File: src/rtl/sdram_arbiter.sv
// Single-port SDRAM/dpram scheduler: loader bypass while in reset, otherwise
// video-priority arbitration between video fetch and CPU with starvation bound.
module sdram_arbiter #(
  parameter int ADDR_W       = 25,
  parameter int RD_LAT       = 1,
  parameter int CPU_MAX_WAIT = 4
) (
  input  logic              F14Mx2,
  input  logic              CPU_RESET,
  input  logic              dl_wr,
  input  logic [ADDR_W-1:0] dl_addr,
  input  logic [7:0]        dl_data,
  input  logic              er_busy,
  input  logic              er_wr,
  input  logic [ADDR_W-1:0] er_addr,
  input  logic [7:0]        er_data,
  input  logic              vid_req,
  input  logic [ADDR_W-1:0] vid_addr,
  output logic              vid_ack,
  input  logic              cpu_req,
  input  logic              cpu_we,
  input  logic [ADDR_W-1:0] cpu_addr,
  input  logic [7:0]        cpu_wdata,
  output logic              cpu_ack,
  output logic [7:0]        rdata,
  output logic [ADDR_W-1:0] mem_addr,
  output logic [7:0]        mem_din,
  output logic              mem_wr,
  input  logic [7:0]        mem_dout,
  output logic [1:0]        grant
);

  // state | meaning
  // IDLE  | arbitrate sampled requests
  // ACC   | one-cycle memory access, mem_wr follows latched we
  // WAIT  | read latency countdown, capture mem_dout when count is 1
  // ACK   | one-cycle completion pulse to the owner
  typedef enum logic [1:0] {IDLE, ACC, WAIT, ACK} state_t;

  localparam logic [3:0] MAX_WAIT = 4'(CPU_MAX_WAIT);
  localparam logic [2:0] LAT      = 3'(RD_LAT);

  state_t            state, state_nx;
  logic              own_cpu, own_cpu_nx;
  logic [ADDR_W-1:0] addr_r, addr_nx;
  logic              we_r, we_nx;
  logic [7:0]        din_r, din_nx;
  logic [2:0]        lat_cnt, lat_nx;
  logic [3:0]        starve, starve_nx;
  logic [7:0]        rdata_r, rdata_nx;
  logic              take_cpu, take_vid;

  always_ff @(posedge F14Mx2 or posedge CPU_RESET) begin
    if (CPU_RESET) begin
      state   <= IDLE;
      own_cpu <= 1'b0;
      addr_r  <= '0;
      we_r    <= 1'b0;
      din_r   <= '0;
      lat_cnt <= '0;
      starve  <= '0;
      rdata_r <= '0;
    end else begin
      state   <= state_nx;
      own_cpu <= own_cpu_nx;
      addr_r  <= addr_nx;
      we_r    <= we_nx;
      din_r   <= din_nx;
      lat_cnt <= lat_nx;
      starve  <= starve_nx;
      rdata_r <= rdata_nx;
    end
  end

  // A starved CPU overrides video; otherwise video wins any tie.
  assign take_cpu = cpu_req && ((starve == MAX_WAIT) || !vid_req);
  assign take_vid = vid_req && !take_cpu;

  always_comb begin
    state_nx   = state;
    own_cpu_nx = own_cpu;
    addr_nx    = addr_r;
    we_nx      = we_r;
    din_nx     = din_r;
    lat_nx     = lat_cnt;
    starve_nx  = starve;
    rdata_nx   = rdata_r;
    case (state)
      IDLE: begin
        if (take_cpu) begin
          own_cpu_nx = 1'b1;
          addr_nx    = cpu_addr;
          we_nx      = cpu_we;
          din_nx     = cpu_wdata;
          starve_nx  = '0;
          state_nx   = ACC;
        end else if (take_vid) begin
          own_cpu_nx = 1'b0;
          addr_nx    = vid_addr;
          we_nx      = 1'b0;
          state_nx   = ACC;
          if (!cpu_req)
            starve_nx = '0;
          else if (starve < MAX_WAIT)
            starve_nx = starve + 4'd1;
        end else begin
          starve_nx = '0;
        end
      end
      ACC: begin
        if (we_r) begin
          state_nx = ACK;
        end else begin
          lat_nx   = LAT;
          state_nx = WAIT;
        end
      end
      WAIT: begin
        lat_nx = lat_cnt - 3'd1;
        if (lat_cnt == 3'd1) begin
          rdata_nx = mem_dout;
          state_nx = ACK;
        end
      end
      ACK:     state_nx = IDLE;
      default: state_nx = IDLE;
    endcase
  end

  // Bypass overrides the registered port combinationally so reset aborts at once.
  always_comb begin
    mem_addr = addr_r;
    mem_din  = din_r;
    mem_wr   = (state == ACC) && we_r;
    grant    = (state == IDLE) ? 2'd0 : (own_cpu ? 2'd2 : 2'd1);
    vid_ack  = (state == ACK) && !own_cpu;
    cpu_ack  = (state == ACK) && own_cpu;
    if (CPU_RESET) begin
      grant   = 2'd3;
      vid_ack = 1'b0;
      cpu_ack = 1'b0;
      if (dl_wr) begin
        mem_addr = dl_addr;
        mem_din  = dl_data;
        mem_wr   = 1'b1;
      end else begin
        mem_addr = er_addr;
        mem_din  = er_data;
        mem_wr   = er_busy && er_wr;
      end
    end
  end

  assign rdata = rdata_r;

endmodule

File: config.mk
export PLATFORM = sky130hd
export DESIGN_NAME = sdram_arbiter
export DESIGN_NICKNAME = d
export VERILOG_FILES = /design/src/rtl/sdram_arbiter.sv
export SDC_FILE = /design/constraint.sdc
export NUM_CORES = 1
export LEC_CHECK = 0
export ABC_AREA = 1
export CORE_AREA = 2 2 93 95
export CTS_CLUSTER_SIZE = 8
export DETAILED_ROUTE_END_ITERATION = 6
export DIE_AREA = 0 0 95 97
export PLACE_DENSITY = 0.85
export SLEW_MARGIN = 30
export SYNTH_ARGS = -nofsm -noshare
export SYNTH_HDL_FRONTEND = slang
export SYNTH_SLANG_ARGS = --single-unit
File: constraint.sdc
create_clock -name F14Mx2 -period 5.8 [get_ports F14Mx2]
set_clock_uncertainty 0.15 [all_clocks]
set_input_delay 1.16 -clock F14Mx2 [delete_from_list [all_inputs] [get_ports F14Mx2]]
set_output_delay 1.16 -clock F14Mx2 [all_outputs]
set_load 0.02 [all_outputs]
==> flow_summary.toml <==
[run_status]
status = "finished clean"

[global_route]
grt_pass1_wl_mm = 17.9
total_congestion_overflow = 0
global_route.usage.total = 0.241
grt_pass1_vias = 3865
grt_start_max_net_pins = 52
grt_antenna_before_repair = 0

[timing]
final-hold-violation-count = 0
grt_setup_unrepaired = "false"
max_slew.worst_pin.slew_ns = 0.807
final.setup.tns_ns = 0
slew_headroom = 0.461
final-max-slew-violation-count = 0
max_clock_freq_mhz = 218
timing.final.setup_violations = 0
min_period_over_period = 0.792
finalWorstPathRequiredPeriod_ns = 4.59

[power_and_ir_drop]
power.share.switching = 0.400
power.clock.fraction = 0.140
vdd.ir_drop.worst_uv = 198
total_power_mw = 1.82
internal_power_mw = 1.09
power_spent_charging_and_discharging_nets_mw = 0.729
leakage_nw = 2.62
pwr-share-seq = 0.350
comb_power_share = 0.511
power-per-cell-area_nw_per_um2 = 336

[synth]
synth.cells.most_frequent = "137 x nand2_1, 81 x o21ai_0, 77 x inv_1"
yosys-top-cells-area = "dfrtp_1 39%, nand2_1 15%, o21ai_0 12%"
synth_top_flop_cell = "dfrtp_1"
avgSynthCellArea_um2 = 6.71
synth_largest_type_area_fraction = 0.386
syn_nets = 650
seq_area_frac_synth = 0.386
synth-async-reset-ratio = 1.00
post_synth_inst_count = 502
synth.lib_cells_used.distinct = 25
netlist_area_um2 = 3370
synthesis.yosys.warnings = 0
ff_latch_count_synth = 52
yosys.cell_count.top_type = "nand2_1"
synth-edff-count = 0
netlist.top_cell.by_area = "dfrtp_1"

[floorplanning]
initial_utilization = 0.414
chipHeight_um = 97
fp.coreArea_um2 = 8130
fp-row-count = 33
horizontal_die_dimension_um = 95
ios = 186
die_area_um2 = 9220

[cts]
cts.repair.resized = 0
clk_root_buffer_cell = "clkbuf_8"
htreeDepth = 2
cts.sink_count = 52
post-cts-setup-buffer-count = 0
tritoncts = "built"
cts_hold_buf = 0
clockBufferDepth = 2
insertion_delay_ns = 0.30
cts_inserted_buffers = 5
clk_transition_reported_paths_ns = 0.09

[routing]
via_count = 3925
detail_route.iter0.violations = 140
routed_wirelength_mm = 11.3
detailedRoute.firstPassIterationCount = 4
wl_per_cell_um = 14.5
avgViaCountPerCell = 5.02
remaining_drc_errors = 0
postRouteAntennaNets = 0

[place]
placed_cell_area_um2 = 5310
io_buffers = 185
place_congestion = 0.836
place_hpwl_mm = 8.61

[worst_setup_path]
timing.critical_path.required_ns = 4.49
worst_ep_arrival_time_ns = 3.28
reg2reg_from = "state[1]"
critical_path.endpoint_type = "output port"
worst_setup_path_startpoint = "dl_wr"
timing.critical_path.from_type = "input port"
path_type_of_the_worst_setup_path = "input port to output port"
worstPathMaxFanout = 19

[cells_and_area]
num_antenna_cells = 0
fillCellCount = 678
syn_to_final_growth_pct = 61.0
nets_final = 824
final_layout_size_suffix_gt1_frac = 0.0458
design_area_um2 = 5420

[hold_path]
hold_crit_start = "addr_r[14]"
hold_path.class = "flip-flop to flip-flop"

[job]
max_cap_viol_count = 0
## metal layers
layer  wire [um]  GRT usage  part of all wire
met2        5870      0.444              0.52
met3         847     0.0421             0.075
met4         125     0.0435             0.011
met1        4490      0.293              0.40
met5           0          0                 0
## cell families (layout without fill, tap and decap cells)
kind of cell	count (synthesis)	in the layout	share of synthesized area
AND/OR/NAND/NOR	238	238	0.293
buffers and inverters	105	280	0.123
AO/OA/AOI/OAI	90	90	0.139
flip-flops	52	52	0.386
adder cells (fa/ha/maj)	8	8	0.0297
multiplexers	8	8	0.0267
XOR/XNOR	1	1	0.00260
## worst paths after layout
path,endpoint,slack (ns),cells past startpoint
hold / removal,addr_r[14],0.34,2
setup / recovery,mem_addr[10],1.21,5
hold reg to reg,addr_r[14],0.34,2
max in group asynchronous,addr_r[16],3.90,3
setup reg to reg,addr_r[16],3.26,7
min in group asynchronous,addr_r[1],1.03,2
## sequential cells by signal (all words and copies together), names as in the netlist
signal / cells
addr_r: 25
din_r: 8
lat_cnt: 3
own_cpu: 1
rdata: 8
starve: 4
state: 2
we_r: 1
## power groups by stage
stage	logic, mW	clock network [mW]	registers, mW
detailed placement	0.932	0	0.645
global route	1.03	0.271	0.656
floorplan	0.510	0	0.647
global placement	0.896	0	0.632
CTS	0.937	0.261	0.637
finish	0.931	0.255	0.638
## stage by stage
step,cells,worst slack (ns),hold slack [ns],util
after floorplan,502,0.772,0.299,-
after global placement,774,1.30,0.315,0.653
after detailed placement,774,1.24,0.316,0.653
after CTS,782,1.24,0.341,0.667
after global routing,782,1.03,0.360,0.667
final,782,1.21,0.341,0.667
## layout make-up
cell class	instances	area, um2	share of cell area
repair buffers	193	1920	0.355
well taps	105	131	0.0242
clock buffers	5	68.8	0.0127
inverters	79	298	0.0549
flip-flops and latches	52	1300	0.240
multi-input cells	345	1650	0.305
clock inverters	3	46.3	0.00854
## critical path, cell delays in order
cell and delay, ns:
clkdlybuf4s50_1 0.83, buf_4 0.34, o21ai_0 0.11, o21ai_0 0.18, clkdlybuf4s50_1 0.66
## layout by cell type, fill, tap and decap left out, types with 2 or more instances in the layout
master           count
nor2_1              38
mux2_2               8
o21ai_0             81
clkbuf_8             5
inv_2                2
nand4_1              2
inv_1               76
o22ai_1              2
nand2_1            137
buf_4                7
ha_1                 8
a21oi_1              2
clkdlybuf4s50_1    185
dfrtp_1             52
o21ai_1              2
nor3_1               2
nand3_1             56
Power figures use the tool's default switching activity.
